`src/rtl/spi_pkg.sv`:
```
// Shared SPI constants and FSM state type, common to spi_phy and spi_slave_phy.
package spi_pkg;

  localparam int unsigned SPI_BYTE_W    = 8;
  localparam int unsigned SPI_BIT_CNT_W = 4;

  typedef enum logic {
    SPI_ST_IDLE   = 1'b0,
    SPI_ST_ACTIVE = 1'b1
  } spi_state_e;

endpackage

```
`src/rtl/spi_sync_edge.sv`:
```
// Multi-flop synchroniser for one asynchronous input, with rise/fall pulses
// derived from the synchronised level.
module spi_sync_edge #(
  parameter int unsigned STAGES    = 2,
  parameter logic        RESET_VAL = 1'b0
) (
  input  logic clk_in,
  input  logic reset,
  input  logic d,
  output logic q,
  output logic rise,
  output logic fall
);

  logic [STAGES-1:0] chain_q, chain_d;
  logic              prev_q, prev_d;

  always_comb begin
    chain_d = {chain_q[STAGES-2:0], d};
    prev_d  = chain_q[STAGES-1];
  end

  always_ff @(posedge clk_in) begin
    if (reset) begin
      chain_q <= {STAGES{RESET_VAL}};
      prev_q  <= RESET_VAL;
    end else begin
      chain_q <= chain_d;
      prev_q  <= prev_d;
    end
  end

  assign q    = chain_q[STAGES-1];
  assign rise = q & ~prev_q;
  assign fall = ~q & prev_q;

endmodule

```
`src/rtl/spi_slave_phy.sv`:
```
// SPI mode-0 responder PHY, oversampled in the clk_in domain.
// SPI_SLAVE_OVERRUN_EN: byte_valid held until byte_ack, sticky overrun flag.
module spi_slave_phy
  import spi_pkg::*;
#(
  parameter int unsigned SYNC_STAGES = 2,
  parameter logic [7:0]  IDLE_BYTE   = 8'hFF
) (
  input  logic                  clk_in,
  input  logic                  reset,
  input  logic                  enable,
  input  logic                  sclk,
  input  logic                  cs,
  input  logic                  mosi,
  output logic                  miso,
  output logic                  miso_oe,
  input  logic [SPI_BYTE_W-1:0] byte_in,
  output logic                  byte_written,
  output logic [SPI_BYTE_W-1:0] byte_out,
  output logic                  byte_valid,
  output logic                  busy
`ifdef SPI_SLAVE_OVERRUN_EN
  ,
  input  logic                  byte_ack,
  output logic                  overrun
`endif
);

  logic sclk_rise, sclk_fall, cs_rise, cs_fall, mosi_s;
  logic sclk_s_unused, cs_s_unused, mosi_rise_unused, mosi_fall_unused;
  logic idle_byte_unused;

  assign idle_byte_unused = ^IDLE_BYTE;

  spi_sync_edge #(.STAGES(SYNC_STAGES), .RESET_VAL(1'b0)) u_sync_sclk (
    .clk_in(clk_in), .reset(reset), .d(sclk),
    .q(sclk_s_unused), .rise(sclk_rise), .fall(sclk_fall)
  );

  spi_sync_edge #(.STAGES(SYNC_STAGES), .RESET_VAL(1'b1)) u_sync_cs (
    .clk_in(clk_in), .reset(reset), .d(cs),
    .q(cs_s_unused), .rise(cs_rise), .fall(cs_fall)
  );

  spi_sync_edge #(.STAGES(SYNC_STAGES), .RESET_VAL(1'b0)) u_sync_mosi (
    .clk_in(clk_in), .reset(reset), .d(mosi),
    .q(mosi_s), .rise(mosi_rise_unused), .fall(mosi_fall_unused)
  );

  spi_state_e               state_q, state_d;
  logic [SPI_BIT_CNT_W-1:0] bit_cnt_q, bit_cnt_d;
  logic [SPI_BYTE_W-1:0]    rx_sr_q, rx_sr_d, tx_sr_q, tx_sr_d;
  logic [SPI_BYTE_W-1:0]    byte_out_q, byte_out_d;
  logic                     miso_q, miso_d, miso_oe_q, miso_oe_d;
  logic                     byte_valid_q, byte_valid_d;
  logic                     byte_written_q, byte_written_d;
  logic                     reload_pend_q, reload_pend_d;
`ifdef SPI_SLAVE_OVERRUN_EN
  logic                     overrun_q, overrun_d;
`endif

  always_comb begin
    state_d        = state_q;
    bit_cnt_d      = bit_cnt_q;
    rx_sr_d        = rx_sr_q;
    tx_sr_d        = tx_sr_q;
    byte_out_d     = byte_out_q;
    miso_d         = miso_q;
    miso_oe_d      = miso_oe_q;
    reload_pend_d  = reload_pend_q;
    byte_written_d = 1'b0;
`ifdef SPI_SLAVE_OVERRUN_EN
    byte_valid_d   = byte_valid_q & ~byte_ack;
    overrun_d      = overrun_q;
`else
    byte_valid_d   = 1'b0;
`endif
    case (state_q)
      SPI_ST_IDLE: begin
        if (cs_fall && enable) begin
          state_d        = SPI_ST_ACTIVE;
          tx_sr_d        = byte_in;
          miso_d         = byte_in[SPI_BYTE_W-1];
          miso_oe_d      = 1'b1;
          byte_written_d = 1'b1;
          bit_cnt_d      = '0;
          reload_pend_d  = 1'b0;
        end
      end
      SPI_ST_ACTIVE: begin
        if (sclk_rise) begin
          rx_sr_d = {rx_sr_q[SPI_BYTE_W-2:0], mosi_s};
          if (bit_cnt_q == SPI_BIT_CNT_W'(SPI_BYTE_W - 1)) begin
            byte_out_d    = rx_sr_d;
            bit_cnt_d     = '0;
            reload_pend_d = 1'b1;
`ifdef SPI_SLAVE_OVERRUN_EN
            if (byte_valid_q && !byte_ack) overrun_d = 1'b1;
`endif
            byte_valid_d  = 1'b1;
          end else begin
            bit_cnt_d = bit_cnt_q + 1'b1;
          end
        end
        if (sclk_fall) begin
          if (reload_pend_q) begin
            tx_sr_d        = byte_in;
            miso_d         = byte_in[SPI_BYTE_W-1];
            byte_written_d = 1'b1;
            reload_pend_d  = 1'b0;
          end else begin
            tx_sr_d = {tx_sr_q[SPI_BYTE_W-2:0], 1'b0};
            miso_d  = tx_sr_q[SPI_BYTE_W-2];
          end
        end
        // Frame end overrides any same-cycle reload, but a completed byte still reports.
        if (cs_rise || !enable) begin
          state_d        = SPI_ST_IDLE;
          miso_d         = 1'b0;
          miso_oe_d      = 1'b0;
          bit_cnt_d      = '0;
          reload_pend_d  = 1'b0;
          byte_written_d = 1'b0;
        end
      end
      default: state_d = SPI_ST_IDLE;
    endcase
  end

  always_ff @(posedge clk_in) begin
    if (reset) begin
      state_q        <= SPI_ST_IDLE;
      bit_cnt_q      <= '0;
      rx_sr_q        <= '0;
      tx_sr_q        <= '0;
      byte_out_q     <= '0;
      miso_q         <= 1'b0;
      miso_oe_q      <= 1'b0;
      byte_valid_q   <= 1'b0;
      byte_written_q <= 1'b0;
      reload_pend_q  <= 1'b0;
`ifdef SPI_SLAVE_OVERRUN_EN
      overrun_q      <= 1'b0;
`endif
    end else begin
      state_q        <= state_d;
      bit_cnt_q      <= bit_cnt_d;
      rx_sr_q        <= rx_sr_d;
      tx_sr_q        <= tx_sr_d;
      byte_out_q     <= byte_out_d;
      miso_q         <= miso_d;
      miso_oe_q      <= miso_oe_d;
      byte_valid_q   <= byte_valid_d;
      byte_written_q <= byte_written_d;
      reload_pend_q  <= reload_pend_d;
`ifdef SPI_SLAVE_OVERRUN_EN
      overrun_q      <= overrun_d;
`endif
    end
  end

  assign miso         = miso_q;
  assign miso_oe      = miso_oe_q;
  assign byte_out     = byte_out_q;
  assign byte_valid   = byte_valid_q;
  assign byte_written = byte_written_q;
  assign busy         = (state_q == SPI_ST_ACTIVE);
`ifdef SPI_SLAVE_OVERRUN_EN
  assign overrun      = overrun_q;
`endif

endmodule

```
`config.mk`:
```
export PLATFORM = sky130hd
export DESIGN_NAME = spi_slave_phy
export DESIGN_NICKNAME = d
export VERILOG_FILES = /design/src/rtl/spi_pkg.sv /design/src/rtl/spi_sync_edge.sv /design/src/rtl/spi_slave_phy.sv
export SDC_FILE = /design/constraint.sdc
export NUM_CORES = 1
export LEC_CHECK = 0
export CORE_ASPECT_RATIO = 1.1
export CORE_UTILIZATION = 47
export CTS_CLUSTER_DIAMETER = 50
export CTS_CLUSTER_SIZE = 30
export DETAILED_ROUTE_END_ITERATION = 10
export PLACE_DENSITY_LB_ADDON = 0.12
export SLEW_MARGIN = 40
export SYNTH_ARGS = -nofsm -noshare
export SYNTH_HDL_FRONTEND = slang
export SYNTH_SLANG_ARGS = --single-unit
```
`constraint.sdc`:
```
create_clock -name clk_in -period 1.4 [get_ports clk_in]
set_input_delay 0.14 -clock clk_in [delete_from_list [all_inputs] [get_ports clk_in]]
set_output_delay 0.14 -clock clk_in [all_outputs]
set_load 0.02 [all_outputs]
```
==> out/metrics.csv <==
stage,metric,value,unit
final_layout,ANT cells,0,
power,Power Density,959.7,nW/µm²
place,Setup WS pre-CTS,-0.1875,ns
run_status,outcome,finished clean,
global_route,gr ovfl total,0,
power,Leak,0.9502,nW
detailed_routing,met3 WL,166,µm
timing,Slew headroom,74.77,%
place,routability cong.,0.7864,
yosys,prevailing post-synth register cell,dfxtp_1,
clock_network,hold buffers post-CTS,0,
global_route,initial antenna violation count,0,
critical_path,Critical Path AT,1.63,ns
final_layout,P&R area growth vs syn,30.92,%
clock_network,CTS tree,done,
critical_path,CP Capture Type,register,
timing,Tightest Pin Transition,0.3762,ns
yosys,Synth area leader,dfxtp_1,
yosys,Post-Synthesis Cells,161,
timing,final setup skew,0.006845,ns
final_layout,nets@finish,218,
yosys,syn_nets,176,
min_path,min-delay src,mosi,
job,max_cap viols,0,
die,Ports,27,
detailed_routing,met2 WL,1569,µm
clock_network,clock root cell,clkbuf_4,
yosys,Mapped Area,1675,µm²
timing,f_max,752.3,MHz
detailed_routing,WL met1,1335,µm
detailed_routing,Starting DRT DRC Count,64,
yosys,top cell type's share of synthesized area,47.80,%
power,sequential share of power,55.7,%
global_route,gr usage total,19.32,%
yosys,Synth Register Bits,40,
power,switch share,22.64,%
global_route,first-pass GRT wire length,5506,µm
global_route,vias in the first global route,1281,
yosys,Post-synth EDFFs,0,
min_path,min-delay worst type,input pin to register,
die,total die area,3808,µm²
clock_network,Worst-Skew Late Latency,0.35,ns
clock_network,worst-case clock buffer depth,2,
timing,post-route setup slack,0.07068,ns
final_layout,share of cells above drive strength 1,25.49,%
critical_path,R2R cell count,4,
yosys,post-synth cell types,37,
place,Port Buffer Count,26,
clock_network,CTS H-tree lvls,2,
detailed_routing,drt via density,5.099,
die,die height,64.62,µm
detailed_routing,DR WL/cell,12.44,µm
clock_network,"CTS clk-pin slew, worst paths",0.12,ns
detailed_routing,Antenna Violating Nets Remaining,0,
detailed_routing,DR pass1 iterations,4,
detailed_routing,via count,1285,
power,VDD IR max,760.8,µV
die,Die Wd,58.93,µm
die,core area,3358,µm²
timing,Setup-failing EPs final,0,
yosys,Synth area leaders,"dfxtp_1 48%, mux2i_1 14%, nor2_1 5.6%",
detailed_routing,DRC,0,
power,P_sw,0.4765,mW
final_layout,Final Core Density,65.31,%
power,Comb pwr share,7.5,%
clock_network,cts bufs inserted,5,
critical_path,Setup CP Type,register to register,
timing,period utilization,94.95,%
critical_path,crit start category,register,
min_path,Hold Path Cell Cnt,2,
die,num rows,22,
critical_path,"Max FO, Critical Path",8,
timing,Tmin final,1.329,ns
yosys,"Avg Cell Area, Syn",10.41,µm²
yosys,Post-synth ARST share,0,%
power,share of total power in the clock network,36.8,%
power,Internal,1.629,mW
clock_network,Clock Sinks,40,
critical_path,R2R Path Start,u_sync_cs.prev_q,
critical_path,Worst EP required,1.70,ns
detailed_routing,Routed Wire Length,3135,µm
die,Initial Util,49.89,%
place,dpl hpwl,2192,µm
timing,Fin. Hold Viols,0,
yosys,post-synthesis sequential area ratio,47.80,%
global_route,largest net degree at the start of global routing,15,
critical_path,Worst Setup SP,u_sync_cs.prev_q,
detailed_routing,top routing layer used,met4,
timing,"Slew Viols, Final",0,
yosys,yosys warns,0,
-- final cells by class --
class | instances | area, µm²
Inverter | 1 | 3.754
Sequential cell | 40 | 807.0
Tap cell | 48 | 60.06
Timing Repair Buffer | 44 | 387.9
Clock inverter | 3 | 46.29
Multi-Input combinational cell | 111 | 850.8
Fill cell | 295 | 1165
Clock buffer | 5 | 37.54
-- synthesized netlist by cell type (3+ instances only) --
cell type  count
nor2b_1        8
or2_2          3
a21oi_1        6
nor2_1        25
nand2_1        6
dfxtp_1       40
a211oi_1       4
nand3b_1       3
mux2i_1       23
nand3_1        3
a211oi_2       4
clkbuf_1       4
-- worst paths after layout --
check | slack (ns) | to
max | 0.07 | bit_cnt_q[3]
min | 0.33 | u_sync_mosi.chain_q[0]
max reg2reg | 0.07 | bit_cnt_q[3]
min reg2reg | 0.43 | u_sync_cs.chain_q[1]
-- worst max-delay path, cell delays in order, from the launching register on --
cell and delay (ns):
dfxtp_1 0.50, nor2b_4 0.12, o31ai_2 0.35, nand3_1 0.17, a21oi_2 0.14
-- power by group through the flow --
| stage | Combinational (mW) | Clock (mW) | Sequential, mW |
|---|---|---|---|
| after global placement | 0.154 | 0 | 1.20 |
| after detailed placement | 0.158 | 0 | 1.20 |
| final | 0.158 | 0.774 | 1.17 |
| after global routing | 0.172 | 0.857 | 1.18 |
| after floorplan | 0.0782 | 0 | 1.20 |
| after CTS | 0.156 | 0.797 | 1.17 |
-- routing by layer --
layer,track usage [%],vias up
met5,0,-
met2,33.52,35
met1,20.81,600
met3,6.387,8
li1,-,642
met4,8.929,0
-- cells in the final DEF, fill, tap and decap left out, types with 2 or more instances in the layout --
master | netlist | routed
mux2i_1 | 23 | 23
dlygate4sd2_1 | 0 | 12
o21ai_0 | 2 | 2
a21boi_1 | 1 | 2
nand2_1 | 6 | 6
clkbuf_4 | 0 | 5
a211oi_2 | 4 | 4
nor3b_1 | 2 | 2
nand3_1 | 3 | 3
buf_4 | 2 | 17
nand2b_1 | 2 | 2
dfxtp_2 | 0 | 5
nor2b_1 | 8 | 7
a211oi_1 | 4 | 4
a21oi_1 | 6 | 5
a32oi_1 | 2 | 2
nand3b_1 | 3 | 3
dfxtp_1 | 40 | 35
nor4b_2 | 2 | 2
nor2_1 | 25 | 25
clkdlybuf4s50_1 | 0 | 13
or2_2 | 3 | 3
-- flip-flops by register name, indices dropped and copies added, names as in the netlist --
register	count
byte_out	8
rx_sr_q	7
tx_sr_q	7
bit_cnt_q	4
u_sync_cs.chain_q	2
u_sync_mosi.chain_q	2
u_sync_sclk.chain_q	2
busy	1
byte_valid	1
byte_written	1
miso	1
miso_oe	1
reload_pend_q	1
u_sync_cs.prev_q	1
u_sync_sclk.prev_q	1
-- timing repair --
action / 4_1_cts / 5_1_grt
resized for setup: 19 / 9
pin swaps: 1 / 2
buffers inserted: 1 / 0
setup endpoints to repair: 28 / 16
-- logic make-up (layout without fill, tap and decap cells) --
| family | after synthesis | in the layout | share of synthesized area (%) |
|---|---|---|---|
| adder cells (fa/ha/maj) | 1 | 1 | 0.7467 |
| AO/OA/AOI/OAI | 25 | 25 | 11.58 |
| buffers and inverters | 10 | 53 | 3.658 |
| multiplexers | 23 | 23 | 13.74 |
| flip-flops | 40 | 40 | 47.80 |
| AND/OR/NAND/NOR | 62 | 62 | 22.48 |
-- through the flow --
stage               std cells  cell area, µm²  hold WS (ns)   TNS [ns]  power (mW)
CTS                       252            2175        0.3163          0       2.126
global placement          243            2078        0.3933    -0.6283       1.350
global route              252            2193        0.3311  -0.009828       2.207
finish                    252            2193        0.3321          0       2.105
detailed placement        243            2078        0.3997     -1.375       1.356
floorplan                 161            1675        0.2210          0       1.279
Note: power is estimated with default switching activity, not from simulation.
